`src/rtl/counter_pkg.sv`:
```
// +----------------------------------------------------------------------------+
// | counter_pkg : shared types and helpers for the modulo counter              |
// | Rev 1.0                                                                    |
// +----------------------------------------------------------------------------+
`default_nettype none

package counter_pkg;

    typedef enum logic {
        CNT_DOWN = 1'b0,
        CNT_UP   = 1'b1
    } cnt_dir_e;

    // Never returns 0, so it can size a register even for a range of one value.
    function automatic int unsigned safe_clog2(input longint unsigned value);
        return (value <= 1) ? 1 : $clog2(value);
    endfunction

endpackage

`default_nettype wire

```
`src/rtl/cnt_prescaler.sv`:
```
// +----------------------------------------------------------------------------+
// | cnt_prescaler : enable-gated divider producing one tick per PRESCALE       |
// |                 enabled cycles; collapses to tick = en when PRESCALE = 1   |
// | Rev 1.0                                                                    |
// +----------------------------------------------------------------------------+
`default_nettype none

module cnt_prescaler
    import counter_pkg::*;
#(
    parameter int PRESCALE = 1
) (
    input  logic clk,
    input  logic rst_n,
    input  logic en,
    input  logic clr,
    output logic tick
);

    generate
        if (PRESCALE == 1) begin : g_bypass
            logic w_unused;
            assign w_unused = &{1'b0, clk, rst_n, clr};
            assign tick     = en;
        end else begin : g_count
            localparam int unsigned     c_PW   = safe_clog2(longint'(PRESCALE));
            localparam logic [c_PW-1:0] c_LAST = c_PW'(PRESCALE - 1);

            logic [c_PW-1:0] r_pre;
            logic            w_tick;

            assign w_tick = en && (r_pre == c_LAST);
            assign tick   = w_tick;

            // A tick always returns pre to 0, even when a load swallows the step.
            always_ff @(posedge clk or negedge rst_n) begin
                if (!rst_n) begin
                    r_pre <= '0;
                end else if (clr || w_tick) begin
                    r_pre <= '0;
                end else if (en) begin
                    r_pre <= r_pre + c_PW'(1);
                end
            end
        end
    endgenerate

endmodule

`default_nettype wire

```
`src/rtl/mod_counter.sv`:
```
// +----------------------------------------------------------------------------+
// | mod_counter : modulo up/down counter with clear, load, enable, prescaler,  |
// |               terminal count, wrap pulse and optional sticky overflow      |
// |               (COUNTER_OVF_STICKY_EN)                                      |
// | Rev 1.0                                                                    |
// +----------------------------------------------------------------------------+
`default_nettype none

module mod_counter
    import counter_pkg::*;
#(
    parameter int     WIDTH    = 8,
    parameter longint MOD      = longint'(1) << WIDTH,
    parameter int     PRESCALE = 1
) (
    input  logic             clk,
    input  logic             rst_n,
    input  logic             en,
    input  logic             clr,
    input  logic             load,
    input  logic [WIDTH-1:0] load_val,
    input  logic             dir,
    output logic [WIDTH-1:0] count,
    output logic             tc,
    output logic             wrap,
    output logic             ovf
);

    localparam int             c_EW  = WIDTH + 1;
    localparam logic [WIDTH:0] c_MAX = c_EW'(MOD - 1);

    generate
        if (WIDTH < 1 || WIDTH > 32) begin : g_bad_width
            $error("mod_counter: WIDTH must be in 1..32");
        end
        if (MOD < 2 || MOD > (longint'(1) << WIDTH)) begin : g_bad_mod
            $error("mod_counter: MOD must be in 2..2**WIDTH");
        end
        if (PRESCALE < 1) begin : g_bad_prescale
            $error("mod_counter: PRESCALE must be >= 1");
        end
    endgenerate

    logic [WIDTH-1:0] r_count;
    logic             r_wrap;
    logic             w_tick;
    logic             w_step;
    logic             w_wrap_step;
    logic             w_at_max;
    logic             w_at_zero;
    logic [WIDTH:0]   w_count_ext;
    logic [WIDTH:0]   w_load_ext;
    logic [WIDTH:0]   w_load_clamped;
    logic [WIDTH:0]   w_step_val;
    cnt_dir_e         w_dir;

    cnt_prescaler #(
        .PRESCALE (PRESCALE)
    ) u_prescaler (
        .clk   (clk),
        .rst_n (rst_n),
        .en    (en),
        .clr   (clr),
        .tick  (w_tick)
    );

    // Extended by one bit so MOD = 2**WIDTH compares and clamps without overflow.
    assign w_count_ext    = {1'b0, r_count};
    assign w_load_ext     = {1'b0, load_val};
    assign w_load_clamped = (w_load_ext > c_MAX) ? c_MAX : w_load_ext;
    assign w_dir          = cnt_dir_e'(dir);
    assign w_at_max       = (w_count_ext == c_MAX);
    assign w_at_zero      = (r_count == '0);

    assign w_step      = w_tick && !clr && !load;
    assign w_wrap_step = w_step && ((w_dir == CNT_UP) ? w_at_max : w_at_zero);

    always_comb begin
        w_step_val = w_count_ext;
        if (w_dir == CNT_UP) begin
            w_step_val = w_at_max ? '0 : (w_count_ext + c_EW'(1));
        end else begin
            w_step_val = w_at_zero ? c_MAX : (w_count_ext - c_EW'(1));
        end
    end

    always_ff @(posedge clk or negedge rst_n) begin
        if (!rst_n) begin
            r_count <= '0;
            r_wrap  <= 1'b0;
        end else begin
            r_wrap <= w_wrap_step;
            if (clr) begin
                r_count <= '0;
            end else if (load) begin
                r_count <= WIDTH'(w_load_clamped);
            end else if (w_step) begin
                r_count <= WIDTH'(w_step_val);
            end
        end
    end

`ifdef COUNTER_OVF_STICKY_EN
    logic r_ovf;

    always_ff @(posedge clk or negedge rst_n) begin
        if (!rst_n) begin
            r_ovf <= 1'b0;
        end else if (clr) begin
            r_ovf <= 1'b0;
        end else if (w_wrap_step) begin
            r_ovf <= 1'b1;
        end
    end

    assign ovf = r_ovf;
`else
    assign ovf = 1'b0;
`endif

    assign count = r_count;
    assign wrap  = r_wrap;
    assign tc    = (w_dir == CNT_UP) ? w_at_max : w_at_zero;

endmodule

`default_nettype wire

```
`config.mk`:
```
export PLATFORM = sky130hd
export DESIGN_NAME = mod_counter
export DESIGN_NICKNAME = d
export VERILOG_FILES = /design/src/rtl/counter_pkg.sv /design/src/rtl/cnt_prescaler.sv /design/src/rtl/mod_counter.sv
export SDC_FILE = /design/constraint.sdc
export NUM_CORES = 1
export LEC_CHECK = 0
export BUFFER_PORTS_ARGS = -buffer_cell sky130_fd_sc_hd__buf_2
export CORE_MARGIN = 2
export CORE_UTILIZATION = 35
export DETAILED_ROUTE_END_ITERATION = 10
export GPL_TIMING_DRIVEN = 0
export PLACE_DENSITY = 0.68
export SLEW_MARGIN = 5
export SYNTH_ARGS = -nofsm -noshare
export SYNTH_HDL_FRONTEND = slang
export SYNTH_SLANG_ARGS = --single-unit
export TNS_END_PERCENT = 10
```
`constraint.sdc`:
```
create_clock -name clk -period 2.35 [get_ports clk]
set_input_delay 0.5875 -clock clk [delete_from_list [all_inputs] [get_ports clk]]
set_output_delay 0.5875 -clock clk [all_outputs]
set_load 0.02 [all_outputs]
```
After elaboration in Yosys (flattened, before gate mapping):

Cells that the tools add are included.
Widths: inputs -> output; s select.

* add/subtract/negate cells: 2
* magnitude comparators: 1
* equality and inequality tests: 1
* mux-type cells: 8
* reductions and logical operators: 7

Operator list (number)
* $mux 8: 7
* $add 8x1->8 const B: 1
* $eq 8x8->1 const B: 1
* $gt 8x8->1 const B: 1
* $logic_not 8->1: 1
* $sub 8x1->8 const B: 1
* $logic_and 1x1->1: 3
* $reduce_bool 3->1: 1
* $logic_not 1->1: 2
* $mux 1: 1

* register bits: 9
* bits of input ports: 14
* output and inout bits: 11
* word-level logic and storage cells: 21

Logic depth before layout (Yosys ltp):

Gate-level depths: netlist of run 1.

* word-level depth: 6
* mapped depth: 7
* mapped depth without buffers: 6

Hierarchy:

From an unflattened synthesis of run 1, not the netlist that was laid out.

* cells, all modules: 113
* area total of the unflattened synthesis: 919.6 um^2

By module, submodules not included
* mod_counter: times used 1, cells an instance 112, area an instance 912.1 um^2, seq. area each 225.2 um^2
* cnt_prescaler: times used 1, cells an instance 1, area an instance 7.5 um^2, seq. area each 0.0 um^2

Worst setup path after synthesis of run 1:

No wires, ideal clock.

* kind: register to output
* start point: reg r_count[0] (netlist: count[0])
* end point: out tc
* arrival time: 1606 ps
* data required time: 1762 ps
* setup slack: 157 ps
* stages on the path, launching flop included: 7
* buffers on the path: 1
* path through: dfrtp_1 buf_2 inv_1 ha_1 nor3b_4 and3_1 or2_2

* longest elaborated chain between the ends: 2
* elaborated cells on any way between the ends: 3
* classes of those cells: eq/ne (1); mux (1); reduce/logical (1)

RTL lines
* from (decl): line mod_counter.sv:44 `logic [WIDTH-1:0] r_count;`
* from (signal assigned): line mod_counter.sv:96 `r_count <= WIDTH'(w_load_clamped);`
* from (signal assigned): line mod_counter.sv:98 `r_count <= WIDTH'(w_step_val);`
* $eq 8x8->1 / $logic_not 8->1 (equally long branches): line mod_counter.sv:72, mod_counter.sv:73
* $mux 1 (*): line mod_counter.sv:123 `assign tc = (w_dir == CNT_UP) ? w_at_max : w_at_zero;`
* to (decl): line mod_counter.sv:24 `output logic tc,`

Mark *: on every way between the ends. The rest lies on a longest branch, timed or not.

Worst setup path after layout of run 1:

Ends and elaborated chain as after synthesis.

==> metrics.md, run 1 <==
| Metric | Value |
|---|---|
| Status | complete, no violations |
| N_diodes | 0 |
| Max-slew violations | 0 |
| Max-Cap Viols | 0 |
| Maximum VDD drop | 0.309 mV |
| Fin. Hold Viols | 0 |
| Avg WL per Cell | 14.8 µm |
| Async SR Flop Fraction | 1.00 |
| Static Leak | 0.552 nW |
| CP Class | reg2out |
| Number of global-route vias before repair | 855 |
| CP max stage cell | dfrtp_1 |
| Final setup skew | 0.00168 ns |
| CTS tree | yes |
| First-pass GRT wire length | 3860 µm |
| Synth unique cells | 47 |
| Die footprint | 0.00291 mm² |
| I/O pin count | 25 |
| Initial antenna violation count | 0 |
| Sink Count | 9 |
| Post-route antenna net violation count | 0 |
| Most used cell, CP | buf_6 |
| Startpoint Class | flop |
| Share of layout cells above drive strength 1 | 0.364 |
| DRT iter0 DRCs | 35 |
| Period utilization | 0.976 |
| Number of flops mapped to enable cells by yosys | 0 |
| Crit end category | output pin |
| Largest cells by area after synthesis | dfrtp_1 26%, a21oi_1 4.6%, ha_1 4.3% |
| Total wire length | 2520 µm |
| Core Area | 0.00241 mm² |
| Post-synth top area share | 0.258 |
| DRT Pass-1 Iters | 4 |
| GPL Wtd Cong | 0.945 |
| Critical Path AT | 1.71 ns |
| Worst Path Required | roughly 1.8 ns |
| Setup total negative slack | 0 ns |
| Pre-CTS setup slack | 0.0526 ns |
| Clock buffer depth | 2 |
| YS warnings | 0 |
| Final min period | 2.29 ns |
| Root Driver | clkbuf_4 |
| Non-filler cells, final | between 150 and 200 |
| Chip Height | around 54 µm |
| Cells after Synth | 105 |
| Worst-path clk slew | 0.06 ns |
| Class of the worst hold path | in2async |
| Leading area contributor after synthesis | dfrtp_1 |
| Vias/cell | 5.74 |
| CTS buffer count | 3 |
| DIE WIDTH | ~54 µm |
| Avg Synthesized Cell Area | between 8 and 9 µm² |
| Post-layout util | 0.476 |
| CP max stage delay | 0.37 ns |
| Final Setup Violations | 0 |
| GRT Overall Usage | 0.185 |
| Starting density of the core | 0.362 |
| Remaining Overflow, GRT | 0 |
| Post-route DRC | 0 |
| Final worst slack | 0.0554 ns |
| DP Wirelength | 1760 µm |
| Power density cells | between 400 and 500 mW/mm² |
| Fin nets | between 150 and 200 |
| Clock Latency Late Sink | 0.26 ns |
| Crit path cell chain | buf_6 > inv_1 > ha_2 > nor3b_4 > and3_4 > or2_4 > buf_6 |
| Post-synth top flop | dfrtp_1 |
| Rows | 18 |
| Pin count of the biggest net entering global routing | 11 |
| Dpl cells | 157 |
| Syn nets | 122 |
| Number of synthesized register bits | 9 |
| Cell area after synthesis | roughly 870 µm² |
| Htree depth | 1 |
| Area growth syn-to-layout | 31.4% |
| I/O Buffers | 22 |
| Via count | just under 1000 |
| Seq/Total Area, Yosys | 0.258 |
| CP max FO | 2 |
| Max Clk Rate | approximately 440 MHz |
[cell usage after synthesis, drive strengths merged, types with 2 or more instances]
cell type / number
nand2: 10
dfrtp: 9
a21oi: 8
inv: 7
buf: 6
nand3: 6
nor2: 6
and3: 4
ha: 3
nor3: 3
nor3b: 3
nor4: 3
o21ai: 3
xor2: 3
a211oi: 2
a221oi: 2
clkbuf: 2
nand4: 2
or2: 2
[critical path: cells and delay by family, from the launching register on]
family / cells / cell delay, ns
and+or+nand+nor: 3 / 0.60
DFF: 1 / 0.37
buffers and inverters: 3 / 0.29
adders and majority gates: 1 / 0.18
[worst paths after layout]
path,slack [ns],cells after the start,end,startpoint
worst max-delay path,0.06,7,tc,count[0]
worst min-delay path,0.17,1,count[5],rst_n
worst max register to register,0.41,9,count[4],count[0]
worst min register to register,0.74,2,count[7],count[7]
max in group asynchronous,1.98,1,count[1],rst_n
min in group clk,0.57,3,count[4],load_val[4]
[layout make-up]
type	instances	area [µm²]
Inverter	7	26.3
Multi-Input combinational cell	81	589
Buffer	8	57.6
Timing Repair Buffer	31	184
Clock buffer	4	26.3
Fill cell	226	1260
Sequential cell	9	226
Tap cell	30	37.5
[flip-flops by register name, indices dropped and copies added, names as in the netlist]
register and count:
count 8, wrap 1
[placed cells by master (no fill, tap or decap), types with 2 or more instances in the layout]
master	instances
buf_6	3
dfrtp_1	8
nor3_1	2
ha_1	2
a211oi_1	2
clkbuf_4	3
xor2_1	3
nand4_1	2
nand3_1	6
clkbuf_1	3
nor4_1	2
buf_4	12
buf_2	22
inv_1	7
nand2_1	10
and3_1	3
nor2_1	6
o21ai_0	3
a21oi_1	8
[cell families after synthesis]
family,Yosys count,share of synthesized area
AND/OR/NAND/NOR,41,0.281
AO/OA/AOI/OAI,30,0.264
adder cells (fa/ha/maj),3,0.0430
multiplexers,2,0.0244
other,1,0.00429
flip-flops,9,0.258
XOR/XNOR,4,0.0401
buffers and inverters,15,0.0860
[metrics by stage]
step / hold slack [ns] / area, µm² / total power, W
floorplan: 0.292 / 873 / 0.000317
global placement: 0.451 / 1020 / 0.000368
detailed placement: 0.455 / 1020 / 0.000372
CTS: 0.159 / 1100 / 0.000516
global route: 0.171 / 1150 / 0.000565
finish: 0.167 / 1150 / 0.000528
[metal layers]
| metal | part of all wire | routed length, µm | up-vias | GRT usage |
|---|---|---|---|---|
| met5 | 0 | 0 | - | 0 |
| met4 | 0.041 | 102 | 0 | 0.128 |
| met3 | 0.055 | 139 | 13 | 0.0139 |
| met2 | 0.49 | 1240 | 47 | 0.293 |
| met1 | 0.41 | 1040 | 454 | 0.238 |
| li1 | - | - | 462 | - |
[repair_timing]
item | 4_1_cts | 5_1_grt
hold buffers | 0 | 0
cloned | 0 | 0
buffers inserted | 4 | 5
endpoints found under the setup margin | 1 | 1
resized for setup | 8 | 3
pin swaps | 0 | 3
[power by group]
group	switching (W)	internal, W
logic	0.000121	0.000105
clock network	0.0000565	0.0000656
registers	0.0000148	0.000166
(Power assumes the default switching activity.)
==> run 2, diff against run 1 <==
--- a/config.mk
+++ b/config.mk
@@ -10,7 +10,7 @@
 export CORE_UTILIZATION = 35
 export DETAILED_ROUTE_END_ITERATION = 10
 export GPL_TIMING_DRIVEN = 0
-export PLACE_DENSITY = 0.68
+export PLACE_DENSITY = 0.7
 export SLEW_MARGIN = 5
 export SYNTH_ARGS = -nofsm -noshare
 export SYNTH_HDL_FRONTEND = slang
==> constraint.sdc (replaced) <==
create_clock -name clk -period 2 [get_ports clk]
set_input_delay 0.5 -clock clk [delete_from_list [all_inputs] [get_ports clk]]
set_output_delay 0.5 -clock clk [all_outputs]
set_load 0.02 [all_outputs]
==> run 2 against run 1 <==
Global-route usage up 1.0 points; largest power group unchanged; clock power up 22%; sequential cell count unchanged; routed wire length up 2.0%; setup slack worse by 0.22 ns; largest cell class unchanged; the flow now finishes with violations (setup timing); hold slack worse by 0.095 ns; highest routed layer unchanged; clock-buffer cell count unchanged; total power up 19%.
==> metrics.md, run 2 (synthesis results as in run 1) <==
| Metric | Value |
|---|---|
| Post-route antenna net violation count | 0 |
| CTS tree | yes |
| Max-slew violations | 0 |
| Period utilization | 1.08 |
| Worst Path Required | 1.50 ns |
| Post-route DRC | 0 |
| CP max FO | 2 |
| Total wire length | 2570 µm |
| Chip Height | between 50 and 60 µm |
| Via count | 972 |
| First-pass GRT wire length | ~4100 µm |
| Logic pwr share | 0.422 |
| Net Sw Frac | 0.372 |
| Avg WL per Cell | 15.2 µm |
| Max Clk Rate | 462 MHz |
| DRT Pass-1 Iters | 4 |
| Core Area | 0.00241 mm² |
| Psw | 0.000233 W |
| Maximum VDD drop | 0.426 mV |
| Tightest Pin Transition | 0.502 ns |
| # fillers | 223 |
| I/O pin count | 25 |
| Post-route cell area | 0.00115 mm² |
| Initial antenna violation count | 0 |
| Fin. Hold Viols | 0 |
| N_diodes | 0 |
| Htree depth | 1 |
| Root Driver | clkbuf_4 |
| Class of the worst hold path | in2async |
| Sink Count | 9 |
| Area occupied by multi-input gates | 599 µm² |
| Register area | 228 µm² |
| Worst-path clk slew | 0.06 ns |
| RSZ-0062 raised after global routing | true |
| Commonest non-fill, non-tap cell in the layout | buf_2 |
| Number of global-route vias before repair | 918 |
| Pre-CTS setup slack | -0.145 ns |
| Seq pwr share | 0.341 |
| GPL Wtd Cong | 0.890 |
| Final min period | 2.16 ns |
| Vias/cell | 5.75 |
| Critical Path AT | roughly 1.7 ns |
| Startpoint Class | flop |
| Non-filler cells, final | 169 |
| Static Leak | 0.547 nW |
| Final Setup Violations | 1 |
| Placement Cell Area | a little over 0.001 mm² |
| I/O Buffers | 22 |
| Clock Latency Late Sink | 0.27 ns |
| CTS buffer count | 3 |
| Failing checks | setup timing |
| GRT Overall Usage | 0.195 |
| Commonest cells after routing, fill and taps aside | 23 x buf_2, 10 x buf_4, 10 x nand2_1 |
| Crit end category | output pin |
| Cell Int Power | 0.000394 W |
| Share of layout cells above drive strength 1 | 0.381 |
| Final setup skew | 0.000397 ns |
| CP Class | reg2out |
| Max-Cap Viols | 0 |
| DRT iter0 DRCs | 32 |
| Status | complete, but fails checks |
| Clock network power share | 0.237 |
| Rows | 18 |
| Fin nets | 157 |
| WHS | 0.0727 ns |
| Starting density of the core | 0.362 |
| DP Wirelength | around 1800 µm |
| Area growth syn-to-layout | 31.8% |
| Die footprint | a little under 0.003 mm² |
| Final worst slack | -0.164 ns |
| Power density cells | 545 mW/mm² |
| Dpl cells | 157 |
| DIE WIDTH | 54.0 µm |
| Pin count of the biggest net entering global routing | 11 |
| Max reg flops | 8 |
| Max transition margin | 0.665 |
| Remaining Overflow, GRT | 0 |
| Post-layout util | 0.478 |
| Clock buffer depth | 2 |
==> run 2: cell count changes in the layout (fill, tap and decap cells not counted), sizes merged <==
cell	before	now
buf	37	36
==> run 2: power groups by stage <==
stage | combinational (W) | sequential (W) | clock, W
after floorplan | 0.000143 | 0.000232 | 0
after global placement | 0.000216 | 0.000219 | 0
after detailed placement | 0.000221 | 0.000219 | 0
after CTS | 0.000257 | 0.000214 | 0.000151
after global routing | 0.000284 | 0.000216 | 0.000166
final | 0.000264 | 0.000214 | 0.000149
==> run 2: metal layers <==
layer  up-vias  global-route usage  wire length (µm)
met4         0               0.137                85
met3         9              0.0278               154
met5         -                   0                 0
met2        47               0.305              1250
met1       457               0.246              1080
li1        459                   -                 -
==> run 2: area by class of cell <==
type	count	area share
multi-input combinational	81	0.521
sequential	9	0.198
timing repair buffer	30	0.153
buffer	8	0.0478
tap	30	0.0326
inverter	7	0.0250
clock buffer	4	0.0228
==> run 2: final timing paths <==
| path | to | from | slack [ns] | depth (start not counted) |
|---|---|---|---|---|
| max reg2reg | count[4] | count[0] | 0.18 | 8 |
| min reg2reg | count[7] | count[7] | 0.75 | 2 |
| max | tc | count[0] | -0.16 | 7 |
| max in group asynchronous | count[1] | rst_n | 1.73 | 1 |
| min in group clk | count[1] | load_val[1] | 0.48 | 3 |
| min | count[7] | rst_n | 0.07 | 1 |
==> run 2: worst max-delay path, cell delays in order (launching register included) <==
cell and delay (ns):
dfrtp_2 0.40, buf_6 0.12, inv_4 0.06, ha_4 0.12, nor3b_4 0.23, and3_4 0.23
or2_4 0.12, buf_6 0.11
==> run 2: metrics by stage <==
stage	power [W]	setup TNS (ns)
2_1_floorplan	0.000375	0
3_3_place_gp	0.000435	-0.122
3_5_place_dp	0.000440	-0.145
4_1_cts	0.000622	-0.131
5_1_grt	0.000666	-0.202
6_report	0.000627	-0.164
==> run 2: timing repair <==
item	CTS	global route
buffers inserted	7	1
pin swaps	4	2
resized for setup	10	0
endpoints found under the setup margin	1	1
hold buffers	0	0
==> run 3, diff against run 2 <==
--- a/config.mk
+++ b/config.mk
@@ -10,9 +10,9 @@
 export CORE_UTILIZATION = 35
 export DETAILED_ROUTE_END_ITERATION = 10
 export GPL_TIMING_DRIVEN = 0
-export PLACE_DENSITY = 0.7
 export SLEW_MARGIN = 5
 export SYNTH_ARGS = -nofsm -noshare
 export SYNTH_HDL_FRONTEND = slang
+export SYNTH_HIERARCHICAL = 1
 export SYNTH_SLANG_ARGS = --single-unit
 export TNS_END_PERCENT = 10
==> run 3 against run 2 <==
The run still ends with setup timing left; clock-buffer cell count did not move; die area rose by 4.9%; global-route usage rose by 0.83 points; setup slack worse by 0.031 ns; largest power group unchanged; critical path depth is 2 lower; hold slack better by 0.0082 ns; via count up 3.3%; clock skew hardly changed; area after synthesis is 5.3% higher; non-clock buffer count is 6 higher.
==> metrics.md, run 3 <==
| Metric | Value |
|---|---|
| Status | complete, but fails checks |
| Failing checks | setup timing |
| # fillers | 259 |
| Tightest Pin Transition | 0.557 ns |
| Fin. Hold Viols | 0 |
| Maximum VDD drop | 0.359 mV |
| CTS buffer count | 3 |
| Power density cells | 531 mW/mm² |
| Worst Path Required | roughly 1.5 ns |
| GRT Overall Usage | 0.204 |
| CP max FO | 7 |
| CP Class | in2out |
| Number of global-route vias before repair | 994 |
| Startpoint Class | input port |
| Vias/cell | between 5 and 6 |
| DIE WIDTH | approximately 55 µm |
| Cells after Synth | 113 |
| Clock Latency Late Sink | 0.26 ns |
| Commonest non-fill, non-tap cell in the layout | buf_2 |
| Avg Synthesized Cell Area | between 8 and 9 µm² |
| Design Power | 0.000659 W |
| Core Area | 0.00248 mm² |
| Chip Height | roughly 55 µm |
| Die footprint | 0.00305 mm² |
| Cell area after synthesis | 920 µm² |
| DRT Pass-1 Iters | 4 |
| Worst-path clk slew | 0.06 ns |
| Clock buffer depth | 2 |
| Leading area contributor after synthesis | dfrtp_1 |
| I/O Buffers | 20 |
| Final worst slack | -0.195 ns |
| Starting density of the core | 0.371 |
| First-pass GRT wire length | 4970 µm |
| Non-filler cells, final | 180 |
| Root Driver | clkbuf_4 |
| Pin count of the biggest net entering global routing | 11 |
| Register area | roughly 230 µm² |
| Logic pwr share | 0.459 |
| Static Leak | 0.562 nW |
| Max transition margin | 0.629 |
| Area occupied by multi-input gates | 637 µm² |
| Remaining Overflow, GRT | 0 |
| Post-synth top flop | dfrtp_1 |
| Number of flops mapped to enable cells by yosys | 0 |
| I/O pin count | 25 |
| Post-route DRC | 0 |
| Final Setup Violations | 2 |
| Clock network power share | 0.215 |
| Top cells by count, synth | 11 x inv_1, 9 x dfrtp_1, 7 x a21oi_1 |
| CTS tree | yes |
| Psw | 0.000248 W |
| Final min period | around 2.2 ns |
| Pre-CTS setup slack | -0.279 ns |
| Htree depth | 1 |
| Avg WL per Cell | between 15 and 20 µm |
| Seq/Total Area, Yosys | 0.245 |
| DRT iter0 DRCs | 40 |
| Post-synth top area share | 0.245 |
| Final setup skew | 0.000201 ns |
| Period utilization | 1.10 |
| Async SR Flop Fraction | 1.00 |
| Class of the worst hold path | in2async |
| Total wire length | between 2000 and 3000 µm |
| Area growth syn-to-layout | 35.0% |
| Sink Count | 9 |
| Max reg flops | 8 |
| Synth unique cells | 49 |
| WHS | 0.0809 ns |
| Max Clk Rate | around 460 MHz |
| Commonest cells after routing, fill and taps aside | 20 x buf_2, 18 x buf_4, 9 x inv_1 |
| Critical Path AT | around 1.7 ns |
| Cell Int Power | 0.000411 W |
| Fin nets | approximately 170 |
| Hold-fix buffers, CTS | 0 |
| Via count | 1004 |
| GPL Wtd Cong | 0.857 |
| Max-Cap Viols | 0 |
| Number of synthesized register bits | 9 |
| DP Wirelength | about 1900 µm |
| Seq pwr share | 0.326 |
| Most frequent cell after synthesis | inv_1 |
| Initial antenna violation count | 0 |
| N_diodes | 0 |
| Max-slew violations | 0 |
| Post-route antenna net violation count | 0 |
| Rows | 18 |
| Dpl cells | 163 |
| Largest cells by area after synthesis | dfrtp_1 24%, inv_1 4.5%, ha_1 4.1% |
| Syn nets | 130 |
| Share of layout cells above drive strength 1 | 0.420 |
| Crit end category | output pin |
| RSZ-0062 raised after global routing | true |
| Net Sw Frac | 0.376 |
| YS warnings | 6 |
[run 3: worst max-delay path, cell delays in order]
cell and delay, ns:
clkbuf_1 0.31, nand3_2 0.20, or3_4 0.45, o31ai_4 0.08, buf_6 0.15
[run 3: timing repair]
action,in CTS,in global routing
setup endpoints to repair,2,2
buffers inserted,16,0
gates resized for setup,13,1
pin swaps,3,0
hold endpoints to repair,0,0
[run 3: kinds of logic after synthesis]
logic type                 after synthesis  synth area share
and+or+nand+nor                         38             0.238
AOI/OAI and AO/OA                       32             0.272
buffers and inverters                   22             0.117
DFF                                      9             0.245
xor gates and xnor gates                 4            0.0381
muxes                                    4            0.0449
adders and majority gates                3            0.0408
other                                    1           0.00408
[run 3: metal layers]
metal | track usage | up-vias | share of wire
met1 | 0.265 | 457 | 0.41
met4 | 0.0209 | 0 | 0.0061
li1 | - | 485 | -
met3 | 0.0515 | 4 | 0.090
met5 | 0 | - | 0
met2 | 0.350 | 58 | 0.49
[run 3: path summary, 6_finish.rpt]
path                             start  endpoint  slack (ns)  cells past startpoint
max                                dir        tc       -0.19                      5
min                              rst_n  count[2]        0.08                      1
max reg2reg                   count[4]  count[4]       -0.02                      6
min reg2reg                   count[7]  count[7]        0.76                      2
max in group asynchronous        rst_n  count[1]        1.72                      1
min in group clk           load_val[3]  count[3]        0.46                      2
[run 3: through the flow]
stage               area [µm²]   util  TNS (ns)
finish                    1240  0.501    -0.211
detailed placement        1070  0.433    -0.279
global placement          1070  0.433    -0.278
global route              1240  0.501    -0.321
CTS                       1240  0.499    -0.162
floorplan                  935      -   -0.0305
[run 3: area by class of cell]
class	count	share of cell area
well taps	30	0.0302
inverters	11	0.0333
plain buffers	8	0.0343
multi-input cells	82	0.513
repair buffers	36	0.182
clock buffers	4	0.0212
flip-flops and latches	9	0.185
[run 3: power groups by stage]
stage	clock, W	sequential (W)	combinational (W)
after detailed placement	0	0.000219	0.000240
final	0.000142	0.000215	0.000302
after global placement	0	0.000219	0.000238
after floorplan	0	0.000232	0.000160
after CTS	0.000151	0.000214	0.000293
after global routing	0.000160	0.000216	0.000328
